<file path="config.mk">
export PLATFORM = sky130hd
export DESIGN_NAME = rgmii_rx_decoder
export DESIGN_NICKNAME = d
export VERILOG_FILES = /design/src/rtl/rgmii_rx_decoder.sv
export SDC_FILE = /design/constraint.sdc
export NUM_CORES = 1
export LEC_CHECK = 0
export CORE_ASPECT_RATIO = 1.1
export CORE_MARGIN = 3
export CORE_UTILIZATION = 40
export DETAILED_ROUTE_END_ITERATION = 16
export GPL_ROUTABILITY_DRIVEN = 1
export PLACE_DENSITY = 0.6
export RECOVER_POWER = 50
export SLEW_MARGIN = 15
export SYNTH_ARGS = -nofsm -noshare
export SYNTH_HDL_FRONTEND = slang
export SYNTH_SLANG_ARGS = --single-unit
</file>
<file path="constraint.sdc">
create_clock -name clk -period 4.25 [get_ports clk]
set_input_delay 0.85 -clock clk [delete_from_list [all_inputs] [get_ports clk]]
set_output_delay 0.85 -clock clk [all_outputs]
set_load 0.02 [all_outputs]
</file>
<file path="src/rtl/rgmii_rx_decoder.sv">
// RGMII receive decoder: DDR/nibble byte assembly, preamble/SFD strip, framed byte stream, stats.
// Optional in-band link status decode enabled by defining RGMII_RX_INBAND_STATUS_EN.
module rgmii_rx_decoder #(
  parameter int unsigned MIN_PREAMBLE = 1,
  parameter int unsigned STAT_W       = 16,
  parameter int unsigned IN_REG       = 0
) (
  input  logic              clk,
  input  logic              rst_n,
  input  logic [9:0]        ddr_q,
  input  logic              speed_1g,
  output logic [7:0]        out_data,
  output logic              out_valid,
  output logic              out_sop,
  output logic              out_eop,
  output logic              out_err,
  output logic [STAT_W-1:0] frame_cnt,
  output logic [STAT_W-1:0] err_cnt,
  output logic              link_up,
  output logic [1:0]        link_speed,
  output logic              full_duplex
);

  typedef enum logic [1:0] {S_IDLE, S_PRE, S_DATA, S_DROP} state_t;

  state_t     r_state;
  logic [9:0] w_q;
  logic       w_dv, w_er, w_mode, w_push;

  // Optional input retiming register; resets to "dv high" so a live frame stays ignored.
  generate
    if (IN_REG != 0) begin : g_inreg
      logic [9:0] r_in;
      always_ff @(posedge clk) begin
        if (!rst_n) r_in <= 10'h210;
        else        r_in <= ddr_q;
      end
      assign w_q = r_in;
    end else begin : g_noreg
      assign w_q = ddr_q;
    end
  endgenerate

  logic       r_mode;
  logic       r_s1_dv, r_s1_bv, r_s1_er, r_s1_odd;
  logic [7:0] r_s1_byte;
  logic       r_nib_ph;
  logic [3:0] r_nib_lo;

  assign w_dv   = w_q[4];
  assign w_er   = w_q[4] ^ w_q[9];
  assign w_mode = (r_state == S_IDLE) ? speed_1g : r_mode;

  // S1: decode and nibble pairing (low nibble first, phase restarts whenever dv is low)
  always_ff @(posedge clk) begin
    if (!rst_n) begin
      r_mode    <= 1'b1;
      r_s1_dv   <= 1'b1;
      r_s1_bv   <= 1'b0;
      r_s1_er   <= 1'b0;
      r_s1_odd  <= 1'b0;
      r_s1_byte <= 8'h00;
      r_nib_ph  <= 1'b0;
      r_nib_lo  <= 4'h0;
    end else begin
      r_mode   <= w_mode;
      r_s1_dv  <= w_dv;
      r_s1_er  <= w_er;
      r_s1_odd <= !w_mode && !w_dv && r_nib_ph;
      if (w_mode) begin
        r_s1_byte <= {w_q[8:5], w_q[3:0]};
        r_s1_bv   <= w_dv;
        r_nib_ph  <= 1'b0;
      end else begin
        r_s1_byte <= {w_q[3:0], r_nib_lo};
        r_s1_bv   <= w_dv && r_nib_ph;
        r_nib_ph  <= w_dv && !r_nib_ph;
        if (w_dv && !r_nib_ph) r_nib_lo <= w_q[3:0];
      end
    end
  end

  // Hold register is released once the next byte is known to exist: in nibble mode
  // that is the low-nibble cycle with the high nibble already valid at the input.
  assign w_push = r_mode ? r_s1_bv : (r_s1_dv && !r_s1_bv && w_dv);

  logic       r_prev_dv, r_ferr, r_first, r_h_valid;
  logic [2:0] r_pre_cnt;
  logic [7:0] r_h;
  logic       r_inc_frame, r_inc_err;

  always_ff @(posedge clk) begin
    if (!rst_n) begin
      r_state     <= S_IDLE;
      r_prev_dv   <= 1'b1;
      r_ferr      <= 1'b0;
      r_first     <= 1'b0;
      r_h_valid   <= 1'b0;
      r_pre_cnt   <= 3'd0;
      r_h         <= 8'h00;
      r_inc_frame <= 1'b0;
      r_inc_err   <= 1'b0;
      out_data    <= 8'h00;
      out_valid   <= 1'b0;
      out_sop     <= 1'b0;
      out_eop     <= 1'b0;
      out_err     <= 1'b0;
    end else begin
      out_valid   <= 1'b0;
      out_sop     <= 1'b0;
      out_eop     <= 1'b0;
      out_err     <= 1'b0;
      r_inc_frame <= 1'b0;
      r_inc_err   <= 1'b0;
      if (r_s1_bv || !r_s1_dv) r_prev_dv <= r_s1_dv;
      case (r_state)
        S_IDLE: begin
          r_h_valid <= 1'b0;
          r_first   <= 1'b1;
          if (!r_s1_dv)     r_ferr <= 1'b0;
          else if (r_s1_er) r_ferr <= 1'b1;
          if (r_s1_bv && !r_prev_dv) begin
            if (r_s1_byte == 8'h55) begin
              r_state   <= S_PRE;
              r_pre_cnt <= 3'd1;
            end else begin
              r_state   <= S_DROP;
              r_inc_err <= 1'b1;
            end
          end
        end
        S_PRE: begin
          if (r_s1_dv && r_s1_er) r_ferr <= 1'b1;
          if (!r_s1_dv) begin
            r_state   <= S_IDLE;
            r_inc_err <= 1'b1;
          end else if (r_s1_bv) begin
            if (r_s1_byte == 8'h55) begin
              if (r_pre_cnt != 3'd7) r_pre_cnt <= r_pre_cnt + 3'd1;
            end else if (r_s1_byte == 8'hD5 && r_pre_cnt >= 3'(MIN_PREAMBLE)) begin
              r_state <= S_DATA;
            end else begin
              r_state   <= S_DROP;
              r_inc_err <= 1'b1;
            end
          end
        end
        S_DATA: begin
          if (r_s1_dv && r_s1_er) r_ferr <= 1'b1;
          if (!r_s1_dv) begin
            r_state <= S_IDLE;
            if (r_h_valid) begin
              out_data    <= r_h;
              out_valid   <= 1'b1;
              out_sop     <= r_first;
              out_eop     <= 1'b1;
              out_err     <= r_ferr || r_s1_odd;
              r_inc_frame <= !(r_ferr || r_s1_odd);
              r_inc_err   <= r_ferr || r_s1_odd;
            end else begin
              r_inc_err <= 1'b1;
            end
          end else begin
            if (w_push && r_h_valid) begin
              out_data  <= r_h;
              out_valid <= 1'b1;
              out_sop   <= r_first;
              r_first   <= 1'b0;
              r_h_valid <= 1'b0;
            end
            if (r_s1_bv) begin
              r_h       <= r_s1_byte;
              r_h_valid <= 1'b1;
            end
          end
        end
        S_DROP: begin
          if (!r_s1_dv) r_state <= S_IDLE;
        end
      endcase
    end
  end

  // Saturating statistics, one cycle behind the eop/drop decision
  always_ff @(posedge clk) begin
    if (!rst_n) begin
      frame_cnt <= '0;
      err_cnt   <= '0;
    end else begin
      if (r_inc_frame && frame_cnt != {STAT_W{1'b1}}) frame_cnt <= frame_cnt + STAT_W'(1);
      if (r_inc_err && err_cnt != {STAT_W{1'b1}})     err_cnt   <= err_cnt + STAT_W'(1);
    end
  end

`ifdef RGMII_RX_INBAND_STATUS_EN
  logic [3:0] r_s1_rxd;

  // Inter-frame RXD carries link status while the line is idle and error-free
  always_ff @(posedge clk) begin
    if (!rst_n) begin
      r_s1_rxd    <= 4'h0;
      link_up     <= 1'b0;
      link_speed  <= 2'b00;
      full_duplex <= 1'b0;
    end else begin
      r_s1_rxd <= w_q[3:0];
      if (r_state == S_IDLE && !r_s1_dv && !r_s1_er) begin
        link_up     <= r_s1_rxd[0];
        link_speed  <= r_s1_rxd[2:1];
        full_duplex <= r_s1_rxd[3];
      end
    end
  end
`else
  assign link_up     = 1'b0;
  assign link_speed  = 2'b00;
  assign full_duplex = 1'b0;
`endif

endmodule

</file>
# Word level (Yosys, flattened, before mapping)

Cells that the tools add are included.

Add/sub/neg operators: 3
$lt $le $gt $ge: 1
Eq/ne operators: 23
Multiplexer cells: 47
Bitwise gates (word level): 5
Reductions and logical operators: 40

Operator list:

| kind                                                                  | number |
|---|---|
| 16-bit by 1-bit adder with 16-bit output, second input constant       | 2 |
| 8-bit two-way mux                                                     | 4 |
| 16-bit != test, second input constant                                 | 2 |
| 1-bit two-way mux                                                     | 25 |
| 3-bit two-way mux                                                     | 6 |
| 3-bit != test, second input constant                                  | 5 |
| 3-bit AND reduction                                                   | 5 |
| 2-bit != test, second input constant                                  | 7 |
| 1-bit logical AND                                                     | 12 |
| 2-bit two-way mux                                                     | 6 |
| 8-bit by 7-bit equality test with 1-bit output, second input constant | 1 |
| 8-bit equality test, second input constant                            | 1 |
| 2-bit by 1-bit != test with 1-bit output, second input constant       | 4 |
| 2-bit nonzero test                                                    | 4 |
| 1-bit logical NOT                                                     | 7 |
| 7-bit AND reduction                                                   | 1 |
| 1-bit case mux with 2 select lines                                    | 3 |
| 2-bit case mux with 3 select lines                                    | 1 |
| 3-bit case mux with 2 select lines                                    | 1 |
| 2-bit OR reduction                                                    | 3 |
| 2-bit equality test, second input constant                            | 2 |
| 1-bit NOT                                                             | 4 |
| 2-bit AND reduction                                                   | 2 |
| 4-bit AND reduction                                                   | 1 |
| 9 further kinds                                                       | 10 |

Register bits after elaboration: 81
Bits of input ports: 13
Output and inout bits: 48

# Longest topological paths before layout

Gate-level depths: netlist (run 1).

Depth after elaboration: 9
Gate-level depth with buffers: 8

# Worst setup path after synthesis (run 1)

No wires, ideal clock.

Kind: input -> register
From: input port ddr_q[4]
To: register out_data[0]
Arrival: 2.044 ns
Data required time: 4.122 ns
Setup slack: 2.078 ns
Stages on the path: 6
Buffers on the path: 2
Path through: clkbuf_1 -> or3b_1 -> a31oi_1 -> buf_2 -> mux2i_1 -> nor2_1

Longest elaborated chain between the ends: 5

Ends and longest elaborated chain:

| element                                            | RTL line | text |
|---|---|---|
| start, declared                                    | 10       | `input logic [9:0] ddr_q,` |
| 1-bit logical AND                                  | 85       | `assign w_push = r_mode ? r_s1_bv : (r_s1_dv && !r_s1_bv && w_dv);` |
| 1-bit two-way mux                                  | 85       |  |
| 1-bit logical AND                                  | 164      | `if (w_push && r_h_valid) begin` |
| 2-bit by 1-bit != test with 1-bit output (no line) | --       |  |
| 3-bit AND reduction (no line)                      | --       |  |
| end signal, assigned                               | 153      | `out_data <= r_h;` |
| end signal, assigned                               | 165      | `out_data <= r_h;` |
| end, declared                                      | 12       | `output logic [7:0] out_data,` |

No other way between the ends.
A chain may end at the register's enable or synchronous reset.

# Worst setup path after layout (run 1)

From: register err_cnt[0]
To: register err_cnt[5]

Longest elaborated chain between the ends: 2
Elaborated cells between the ends (all ways): 3
Those cells by class: add/sub: 1; eq/ne: 1; reduce/logical: 1

Ends and longest elaborated chain:

| element                                                                                          | RTL line | text |
|---|---|---|
| start, declared                                                                                  | 18       | `output logic [STAT_W-1:0] err_cnt,` |
| start signal, assigned                                                                           | 191      | `if (r_inc_err && err_cnt != {STAT_W{1'b1}}) err_cnt <= err_cnt + STAT_W'(1);` |
| parallel branches: the longest is 2 deep, another holds 16-bit by 1-bit adder with 16-bit output | --       |  |

Several ways; the timed one is not identified.

==> results of run 1 <==
Yosys cell counts (5+ instances only):
master and number:
o21ai_0 19, nor2_1 30, nand2_1 55, dfxtp_1 81
a21oi_1 41, or3_1 12, mux2i_1 18, nor3_1 10
inv_1 9, and4_1 5, ha_1 10, nand4_1 9
nand2b_1 5, or4_1 7, o31ai_1 9, nand3_1 11
clkbuf_1 14
worst min-delay path by stage:
| stage | slack (ps) | depth (start not counted) | startpoint | to |
|---|---|---|---|---|
| finish | 450 | 2 | r_s1_byte[4]$_SDFF_PN0_ | r_h[4]$_SDFFE_PN0P_ |
| global route | 470 | 2 | r_s1_byte[1]$_SDFF_PN0_ | r_h[1]$_SDFFE_PN0P_ |
| detailed placement | 450 | 2 | r_h[0]$_SDFFE_PN0P_ | r_h[0]$_SDFFE_PN0P_ |
| global placement | 450 | 2 | r_h[2]$_SDFFE_PN0P_ | r_h[2]$_SDFFE_PN0P_ |
| CTS | 460 | 2 | r_s1_byte[4]$_SDFF_PN0_ | r_h[4]$_SDFFE_PN0P_ |
| floorplan | 400 | 1 | r_s1_odd$_SDFF_PN0_ | r_inc_frame$_SDFF_PP0_ |
layer usage:
layer,track usage,vias to the layer above,routed length (um)
li1,-,1601,-
met3,0.03937,5,283
met5,0,-,0
met1,0.2006,1486,3754
met2,0.2880,48,3970
met4,0.04213,0,47
power groups by stage:
stage	registers, W	logic (W)	clock network [W]
2_1_floorplan	0.000851	0.000217	0
3_3_place_gp	0.000862	0.000275	0
4_1_cts	0.000845	0.000281	0.000654
3_5_place_dp	0.000863	0.000279	0
6_report	0.000844	0.000278	0.000634
5_1_grt	0.000853	0.000317	0.000689
state kept, by name (all words and copies together) (netlist names), 2 cells and up:
| register | flops |
|---|---|
| r_pre_cnt | 3 |
| r_nib_lo | 4 |
| r_s1_byte | 8 |
| r_h | 8 |
| err_cnt | 16 |
| out_data | 8 |
| frame_cnt | 16 |
| r_state | 2 |
critical path, stage by stage (launching register included):
cell and delay (ps):
dfxtp_1 440, ha_1 200, nand4_1 260, o41ai_1 1180, o21ai_0 240, a21oi_1 160
layout make-up:
type                       instances  area, um^2
clock buffer                       9       123.9
clock inverter                     7       101.3
fill                             839        4149
inverter                          10       37.54
multi-input combinational        308        1876
sequential                        81        1622
tap                              111       138.9
timing repair buffer              59       579.3
cell families after synthesis:
family          Yosys count
compound gates           96
xor+xnor                  5
fa+ha+maj                10
buf+inv                  30
flops                    81
mux                      19
other cells               1
simple gates            174
metrics by stage:
stage,power [W],hold slack [ps],std cells,instance area (um^2)
final,0.001756,450.7,585,4478
after global routing,0.001858,471.8,585,4478
after CTS,0.001779,459.5,585,4519
after detailed placement,0.001142,450.2,569,4294
after floorplan,0.001068,398.5,419,3665
after global placement,0.001137,446.4,569,4294
==> results_dict.tcl, run 1 <==
set metrics [dict create \
    synthArstFlopShare 0 \
    drtPass1Iterations 4 \
    swShare 0.2846 \
    muxShareOfSynthArea 0.05240 \
    rsz0062_at_grt "no" \
    syn_inst 416 \
    area_growth_pct 22.57 \
    yosys.area_share.adder 0.03425 \
    tritoncts "built" \
    die-area_um2 10320 \
    gr-total-overflow 0 \
    dp_hpwl_mm 5.627 \
    clock-root-buffer "clkbuf_8" \
    p_sw_w 0.0004996 \
    clk_latency_ps 350 \
    crit_path_start "err_cnt[0]$_SDFFE_PN0P_" \
    vias 3140 \
    drv_cap 0 \
    drt_iter0_markers 122 \
    die_h_um 106.2 \
    fin_crit_sh 0.5977 \
    synth_edf_count 0 \
    max-clock-path-buffers 2 \
    combinationalPowerShare 0.158 \
    antenna_left 0 \
    num_io_pins 61 \
    ys_seq_elements 81 \
    wl_mm 8.056 \
    die_w_um 97.13 \
    layout_common_cells "dfxtp_1, nand2_1, clkdlybuf4s50_1" \
    outcome "completed" \
    synth_top_family_by_area "simple AND/OR/NAND/NOR gates" \
    ys_types 58 \
    drive_above_1_share 0.05063 \
    synth_area_leader_cell "dfxtp_1" \
    synth-xor-area-share 0.01199 \
    r2r-end "err_cnt[5]$_SDFFE_PN0P_" \
    tns_ps 0 \
    cts-htree-levels 3 \
    ctsHoldBuffers 0 \
    grt_start_max_net_pins 60 \
    grt_first_pass_wirelength_mm 14.18 \
    gp_congestion 0.7808 \
    critPathLaunchType "flip-flop" \
    final_common_cell "dfxtp_1" \
    io_buffers 56 \
    fin_skew_ps 13.08 \
    synth_simple_gate_area_frac 0.2527 \
    p_int_w 0.001256 \
    ys.warnings.count 0 \
    setup_violations 0 \
    synthTopCellsByArea "dfxtp_1, nand2_1, a21oi_1, mux2i_1, ha_1" \
    cp-end-kind "flip-flop" \
    ys_seq_area_frac 0.4438 \
    grt_pass1_vias 3024 \
    cts-resized-gates 0 \
    worstHoldPathType "reg -> reg" \
    final_nets 492 \
    vias_per_cell 5.368 \
    syn_avg_cell_area_um2 8.782 \
    core_area_um2 8627 \
    dp_worst_setup_slack_ps 1556 \
    synth_compound_gate_area_share 0.1682 \
    post-route-drc-count 0 \
    worst_pin_slew_ps 1308 \
    worstRegToRegCells 5 \
    grt_usage 0.1637 \
    crit_type "reg -> reg" \
    syn_area_um2 3654 \
    arrival_ps 2820 \
    diodes 0 \
    clockPowerShare 0.361 \
    finish.utilization 0.5191 \
    fmax_ghz 0.3937 \
    powerDensity_nw_per_um2 392.1 \
    clk_pin_slew_worst_paths_ps 90 \
    cts_num_sinks 81 \
    cts_setup_buffers 0 \
    required_ps 4530 \
    ys.flop_type "dfxtp_1" \
    crit_path_end "err_cnt[5]$_SDFFE_PN0P_" \
    numCtsBuffers 9 \
    grt_antenna_before_repair 0 \
    p_seq_frac 0.481 \
    start_util 0.4235 \
    crit_fanout 9 \
    routedWlPerCell_um 13.77 \
    r2r_start "err_cnt[0]$_SDFFE_PN0P_" \
    std_cell_rows 35 \
    finalHoldViolCount 0 \
    reg2reg_slack_ps 1710 \
    period_needed_ps 2540 \
    yosysTopAreaCellShare 0.4438 \
    maxSlewHeadroom 0.1168 \
    irDropWorstVdd_v 0.0002046 \
    setup_slack_ps 1710 \
    drv_slew 0 \
    p_leak_nw 1.524 \
]
Power figures use the tool's default switching activity.
==> run 2, diff against run 1 <==
==> constraint.sdc (replaced) <==
create_clock -name clk -period 2.5 [get_ports clk]
set_input_delay 0.5 -clock clk [delete_from_list [all_inputs] [get_ports clk]]
set_output_delay 0.5 -clock clk [all_outputs]
set_load 0.02 [all_outputs]
==> run 2 against run 1 <==
  * Wire length rose by 0.26%
  * Critical path type is now in -> reg
  * Via count decreased by 0.41%
  * Power rose by 71%
  * Combinational power grew 77%
  * Core utilization increased by 0.68 points
  * Critical path depth is 1 higher
  * Highest routed layer unchanged
  * Register-to-register slack got worse by 1400 ps
  * First-iteration DRC count is 13% higher
  * Clock skew up 1.1 ps
  * Clock-buffer cell count up 1
  * Sequential power increased by 69%
==> results_dict.tcl, run 2 (synthesis gave the netlist of run 1 again) <==
set metrics [dict create \
    outcome "completed" \
    powerDensity_nw_per_um2 661.0 \
    drt_iter0_markers 138 \
    grt_first_pass_wirelength_mm 13.72 \
    holdPathStages 2 \
    crit_slowest_cell "clkbuf_1" \
    io_buffers 56 \
    fin_crit_sh 0.8745 \
    crit_type "in -> reg" \
    worstPathCellList "clkdlybuf4s50_1, or3b_1, a31oi_1, clkbuf_1, mux2i_1, nor2_1" \
    tritoncts "built" \
    diodes 0 \
    required_ps 2690 \
    irDropWorstVdd_v 0.0003383 \
    fin_skew_ps 14.15 \
    grt_usage 0.1594 \
    die-area_um2 10320 \
    dp_hpwl_mm 5.732 \
    grt_start_max_net_pins 46 \
    cts_num_sinks 81 \
    critPathLaunchType "input port" \
    die_h_um 106.2 \
    start_util 0.4235 \
    numCtsBuffers 9 \
    wl_mm 8.077 \
    cp_num_buf_inv 2 \
    r2r_start "r_state[0]$_SDFFE_PN0P_" \
    core_area_um2 8627 \
    setup_violations 0 \
    vias_per_cell 5.309 \
    cpPeakStageDelay_ps 520 \
    num_io_pins 61 \
    crit_fanout 10 \
    arrival_ps 2380 \
    cts_setup_buffers 0 \
    min_to "r_s1_byte[3]$_SDFF_PN0_" \
    grt_pass1_vias 2988 \
    vias 3127 \
    worst_pin_slew_ps 1058 \
    tns_ps 0 \
    fmax_ghz 0.4574 \
    period_needed_ps 2186 \
    worstHoldPathType "reg -> reg" \
    worstRegToRegCells 6 \
    area_growth_pct 24.18 \
    cts-htree-levels 3 \
    antenna_left 0 \
    maxSlewHeadroom 0.2949 \
    gr-total-overflow 0 \
    drv_slew 0 \
    gp_congestion 0.8117 \
    clock-root-buffer "clkbuf_8" \
    holdWs_ps 457.5 \
    clk_latency_ps 340 \
    final_common_cell "dfxtp_1" \
    post-route-drc-count 0 \
    top_regs "err_cnt (16), frame_cnt (16)" \
    drive_above_1_share 0.06276 \
    post-place-cells 573 \
    hold_path.startpoint "r_nib_lo[3]$_SDFFE_PN0P_" \
    std_cell_rows 35 \
    drv_cap 0 \
    die_w_um 97.13 \
    ctsHoldBuffers 0 \
    rsz0062_at_grt "no" \
    reg2reg_slack_ps 320 \
    p_leak_nw 1.592 \
    critical_path.top_delay_family "buffers and inverters" \
    clk_pin_slew_worst_paths_ps 80 \
    finalHoldViolCount 0 \
    cts-resized-gates 0 \
    routedWlPerCell_um 13.71 \
    instances_no_fill 589 \
    cp-end-kind "flip-flop" \
    grt_antenna_before_repair 0 \
    crit_path_start "ddr_q[4]" \
    num-fill-cells 829 \
    max-clock-path-buffers 2 \
    layout_common_cells "dfxtp_1, nand2_1, clkdlybuf4s50_1" \
    final_nets 496 \
    drtPass1Iterations 5 \
    r2r-end "r_pre_cnt[1]$_SDFFE_PN0P_" \
]
[run 2: power breakdown]
part | leakage [nW] | switching, W | internal [W]
logic | 0.819 | 0.000283 | 0.000210
registers | 0.657 | 0.0000678 | 0.00137
clock network | 0.116 | 0.000479 | 0.000593
total | 1.59 | 0.000829 | 0.00217
[run 2: worst max-delay path by stage]
stage | to | cells past startpoint
6_report | out_data[6]$_SDFFE_PN0P_ | 6
3_3_place_gp | out_data[6]$_SDFFE_PN0P_ | 6
5_1_grt | r_pre_cnt[1]$_SDFFE_PN0P_ | 6
4_1_cts | r_pre_cnt[1]$_SDFFE_PN0P_ | 6
2_1_floorplan | frame_cnt[14]$_SDFFE_PN0P_ | 5
3_5_place_dp | out_data[6]$_SDFFE_PN0P_ | 6
[run 2: final cells by class]
class | instances | area [um^2] | area share
Clock buffer | 10 | 137.6 | 0.03034
Inverter | 10 | 37.54 | 0.008274
Clock inverter | 6 | 91.34 | 0.02013
Timing Repair Buffer | 63 | 603.1 | 0.1329
Tap cell | 111 | 138.9 | 0.03061
Sequential cell | 81 | 1622 | 0.3574
Multi-Input combinational cell | 308 | 1907 | 0.4203
[run 2: worst min-delay path: stages, from the launching register on]
cell	delay (ps)
dfxtp_1	310
nand2_1	50
a21oi_1	50
[run 2: per-layer routing]
layer	wire length, um	share of wire	vias to the layer above	GRT usage
li1	-	-	1603	-
met1	3681	0.46	1437	0.1959
met2	3929	0.49	74	0.2781
met3	336	0.042	13	0.02625
met4	129	0.016	0	0.06219
met5	0	0	-	0
[run 2: metrics by stage]
| stage | power (W) | worst slack, ps | instance area (um^2) | utilization |
|---|---|---|---|---|
| finish | 0.002999 | 313.6 | 4537 | 0.5259 |
| global route | 0.003156 | 88.29 | 4537 | 0.5259 |
| CTS | 0.003037 | 355.9 | 4553 | 0.5278 |
| detailed placement | 0.001955 | 293.0 | 4324 | 0.5012 |
| global placement | 0.001948 | 309.1 | 4324 | 0.5012 |
| floorplan | 0.001816 | 555.3 | 3665 | - |
==> run 3, diff against run 2 <==
--- a/config.mk
+++ b/config.mk
@@ -5,6 +5,7 @@
 export SDC_FILE = /design/constraint.sdc
 export NUM_CORES = 1
 export LEC_CHECK = 0
+export CAP_MARGIN = 0
 export CORE_ASPECT_RATIO = 1.1
 export CORE_MARGIN = 3
 export CORE_UTILIZATION = 40
==> results of run 3 <==
No change in the layout: final DEF, timing and power equal those of run 2.
==> RTL change 1, RTL diff (config.mk and constraints of run 2) <==
The option `RGMII_RX_INBAND_STATUS_EN` is turned on by a define.
--- a/src/rtl/rgmii_rx_decoder.sv
+++ b/src/rtl/rgmii_rx_decoder.sv
@@ -1,4 +1,6 @@
 // RGMII receive decoder: DDR/nibble byte assembly, preamble/SFD strip, framed byte stream, stats.
 // Optional in-band link status decode enabled by defining RGMII_RX_INBAND_STATUS_EN.
+`define RGMII_RX_INBAND_STATUS_EN
+
 module rgmii_rx_decoder #(
   parameter int unsigned MIN_PREAMBLE = 1,
Check against the original RTL: not equivalent (a bounded check fails within 4 cycles, from zero or initial values and one cycle with rst_n low).
==> RTL change 1 against run 2 <==
- clock skew hardly changed
- setup slack better by 0.16 ns
- non-clock buffer count is 7 higher
- wire length is 6.0% higher
- area after synthesis is 6.1% higher
- final area is 6.3% higher
- power is 5.1% higher
- sequential cell count is 8 higher
- largest power group unchanged
==> RTL change 1: results (changes against run 2) <==
metric,value,unit,change
run status,"finished, final reports clean",,unchanged
CP Max Fanout,14,,was 10
Post-Place Setup Slack,0.227,ns,was 0.293 ns
largest net degree at the start of global routing,35,,was 46
leakage power,1.76,nW,was 1.59 nW
Pre-antenna DRT Iters,4,,was 5
vias in the first global route,3088,,"was 2,988"
Via Count,3284,,"was 3,127"
layout overhead on the synthesized area,24.5,%,was 24.2%
switching part of the total,27.6,%,was 27.7%
Final Wtd Congestion,0.796,,was 0.812
DR vias/cell,5.33,,was 5.31
Cells after DPL,600,,was 573
slew margin rel.,51.5,%,was 29.5%
Post-synth top cells,"dfxtp_1, nand2_1, a21oi_1",,unchanged
first-pass GRT wire length,14.5,mm,was 13.7 mm
fillers,922,,was 829
synthesized area per cell,8.93,um^2,was 8.78 um^2
PortBufs,60,,was 56
Critical Path AT,2.25,ns,was 2.38 ns
synth top area cells,"dfxtp_1, nand2_1, mux2i_1, a21oi_1, ha_1",,"was dfxtp_1, nand2_1, a21oi_1, mux2i_1, ha_1"
dpl hpwl,6.17,mm,was 5.73 mm
post-synthesis sequential area ratio,46.0,%,was 44.4%
1st-iter DRT viols,166,,was 138
final net count,517,,was 496
worst vdd ir,0.000393,V,was 0.000338 V
share of cells above drive strength 1,6.41,%,was 6.28%
gr usage total,16.3,%,was 15.9%
slowest CP cell,dfxtp_1,,was clkbuf_1
Worst Skew,0.0143,ns,was 0.0142 ns
Critical Path Max Stage Delay,0.42,ns,was 0.52 ns
Routed WL,8.56,mm,was 8.08 mm
"Reg clk slew, reported paths",0.10,ns,was 0.08 ns
## RTL change 1: cells by family (layout without fill, tap and decap cells)
kind of cell | after synthesis | count (layout) | synth area share [%]
AND/OR/NAND/NOR | 182 | 182 | 24.7
AO/OA/AOI/OAI | 91 | 91 | 15.6
multiplexers | 23 | 23 | 5.97
XOR/XNOR | 5 | 5 | 1.13
buffers and inverters | 34 | 99 | 3.39
adder cells (fa/ha/maj) | 10 | 10 | 3.23
flip-flops | 89 | 89 | 46.0
## RTL change 1: per-layer routing
metal	track usage (%)	part of all wire, %
met2	26.7	47
met5	0	0
met1	21.3	48
met3	3.97	4.4
met4	4.68	0.86
## RTL change 1: critical path: cells and delay by family, from the launching register on
family	cells	cell delay [ns]
buffers and inverters	1	0.41
AO/OA/AOI/OAI	2	0.42
flip-flops	1	0.42
AND/OR/NAND/NOR	2	0.43
adder cells (fa/ha/maj)	1	0.22
## RTL change 1: path summary, 6_finish.rpt
check	start	end	slack (ns)	cells past startpoint
worst max-delay path	frame_cnt[0]	frame_cnt[6]	0.48	6
worst min-delay path	r_s1_byte[1]	r_h[1]	0.46	2
worst max register to register	frame_cnt[0]	frame_cnt[6]	0.48	6
worst min register to register	r_s1_byte[1]	r_h[1]	0.46	2
## RTL change 1: cell type report
cell class | count | area share, %
clock buffer | 10 | 2.65
inverter | 13 | 1.01
clock inverter | 6 | 1.97
tap | 117 | 3.03
multi-input combinational | 311 | 40.7
timing repair buffer | 70 | 13.7
sequential | 89 | 36.9
## RTL change 1: power groups by stage
stage	registers (mW)	logic (mW)	clock network, mW
6_report	1.56	0.496	1.10
2_1_floorplan	1.58	0.368	0
3_3_place_gp	1.59	0.500	0
3_5_place_dp	1.59	0.502	0
5_1_grt	1.57	0.564	1.20
4_1_cts	1.56	0.505	1.14
==> RTL change 2, RTL diff (config.mk and constraints of run 2) <==
Made on the original files. Register the output `frame_cnt` once more; this adds one clock of latency there. The other outputs are not delayed to match.
--- a/src/rtl/rgmii_rx_decoder.sv
+++ b/src/rtl/rgmii_rx_decoder.sv
@@ -24,4 +24,6 @@
   typedef enum logic [1:0] {S_IDLE, S_PRE, S_DATA, S_DROP} state_t;
 
+  logic [STAT_W-1:0] frame_cnt_s0;
+
   state_t     r_state;
   logic [9:0] w_q;
@@ -185,8 +187,8 @@
   always_ff @(posedge clk) begin
     if (!rst_n) begin
-      frame_cnt <= '0;
+      frame_cnt_s0 <= '0;
       err_cnt   <= '0;
     end else begin
-      if (r_inc_frame && frame_cnt != {STAT_W{1'b1}}) frame_cnt <= frame_cnt + STAT_W'(1);
+      if (r_inc_frame && frame_cnt_s0 != {STAT_W{1'b1}}) frame_cnt_s0 <= frame_cnt_s0 + STAT_W'(1);
       if (r_inc_err && err_cnt != {STAT_W{1'b1}})     err_cnt   <= err_cnt + STAT_W'(1);
     end
@@ -218,4 +220,8 @@
 `endif
 
+  always_ff @(posedge clk) begin
+    frame_cnt <= frame_cnt_s0;
+  end
+
 endmodule
 
Check against the original RTL: not equivalent (a bounded check fails within 10 cycles, from zero or initial values and one cycle with rst_n low).
==> RTL change 2 against run 2 <==
- area after synthesis increased by 9.3%
- clock power decreased by 8%
- critical path depth decreased by 2
- final cell count increased by 3.6%
- setup slack improved by 0.11 ns
- count of clock-buffer cells in the layout unchanged
- sequential power increased by 17%
- non-clock buffer count unchanged
- via count increased by 5.1%
- global-route usage decreased by 0.23 points
- wire length increased by 5.1%
- power increased by 5.0%
- sequential cell count increased by 16
- final area increased by 6.3%
- highest routed layer unchanged
==> RTL change 2: results (changes against run 2) <==
metric,value,unit,change
hold path start,frame_cnt_s0[13],,was r_nib_lo[3]
largest net degree at the start of global routing,40,,was 46
Post-synth top cells,"dfxtp_1, nand2_1, a21oi_1",,unchanged
later-pin clock latency in the skew report,0.37,ns,was 0.34 ns
worst vdd ir,0.000273,V,was 0.000338 V
Setup crit start,rst_n,,was ddr_q[4]
post-synthesis sequential area ratio,48.6,%,was 44.4%
GR Util met2,25.4,%,was 27.8%
Critical Path AT,2.36,ns,was 2.38 ns
final instance count without filler cells,610,,was 589
Final Wtd Congestion,0.748,,was 0.812
"Reg clk slew, reported paths",0.11,ns,was 0.08 ns
Worst Skew,0.0191,ns,was 0.0142 ns
CTS H-tree depth,3,,unchanged
synth top area cells,"dfxtp_1, nand2_1, a21oi_1, mux2i_1, ha_1",,unchanged
Routed WL,8.49,mm,was 8.08 mm
Critical Path Max Stage Delay,0.87,ns,was 0.52 ns
Cells after DPL,594,,was 573
top flop regs,"err_cnt (16), frame_cnt (16), frame_cnt_s0 (16)",,"was err_cnt (16), frame_cnt (16)"
GR Layer Usage met3,3.21,%,was 2.62%
first-pass GRT wire length,14.6,mm,was 13.7 mm
vias in the first global route,3131,,"was 2,988"
WL met2,3.98,mm,was 3.93 mm
reg2reg start,err_cnt[0],,was r_state[0]
Post-Place Setup Slack,0.340,ns,was 0.293 ns
dpl hpwl,5.93,mm,was 5.73 mm
Switch Pwr,0.918,mW,was 0.829 mW
Via Count,3288,,"was 3,127"
clock network power share,31.3,%,was 35.8%
Synth Area in Compound Gates,17.2,%,was 16.8%
gr usage total,15.7,%,was 15.9%
met1 Use GR,20.9,%,was 19.6%
1st-iter DRT viols,113,,was 138
Slew @ Worst Pin,1.17,ns,was 1.06 ns
share of cells above drive strength 1,6.49,%,was 6.28%
synth unique cells,59,,was 58
part of the power in combinational logic,15.4,%,was 16.4%
CP Max Fanout,26,,was 10
DP Area,0.00464,mm^2,was 0.00432 mm^2
maximum buffer depth of the clock tree,2,,unchanged
adder-cell area share of the yosys netlist,3.13,%,was 3.42%
synthesized area per cell,9.20,um^2,was 8.78 um^2
DRT met1 WL,4.04,mm,was 3.68 mm
run status,"finished, final reports clean",,unchanged
[RTL change 2: cell count changes after synthesis, sizes merged, moves of 3 or more]
| cell | before | now |
|---|---|---|
| dfxtp | 81 | 97 |
| inv | 9 | 17 |
| o21ai | 19 | 27 |
| buf | 5 | 11 |
| nor2 | 30 | 25 |
| nor3 | 10 | 5 |
| nand4 | 11 | 15 |
| a21boi | 3 | 0 |
| clkbuf | 15 | 12 |
| mux2i | 18 | 15 |
| nand2b | 5 | 2 |
[RTL change 2: layout make-up]
class                      count  area (um^2)
sequential                    97         1940
tap                          117          146
clock buffer                  10          138
multi-input combinational    300         1880
clock inverter                 6         55.1
fill                         922         4710
timing repair buffer          63          602
inverter                      17         63.8
[RTL change 2: path summary, 6_finish.rpt]
path                                      end  slack, ns  cells past startpoint
worst min-delay path            frame_cnt[13]       0.41                      0
worst max-delay path                 r_s1_odd       0.42                      4
worst min register to register  frame_cnt[13]       0.41                      0
worst max register to register     err_cnt[7]       0.52                      5
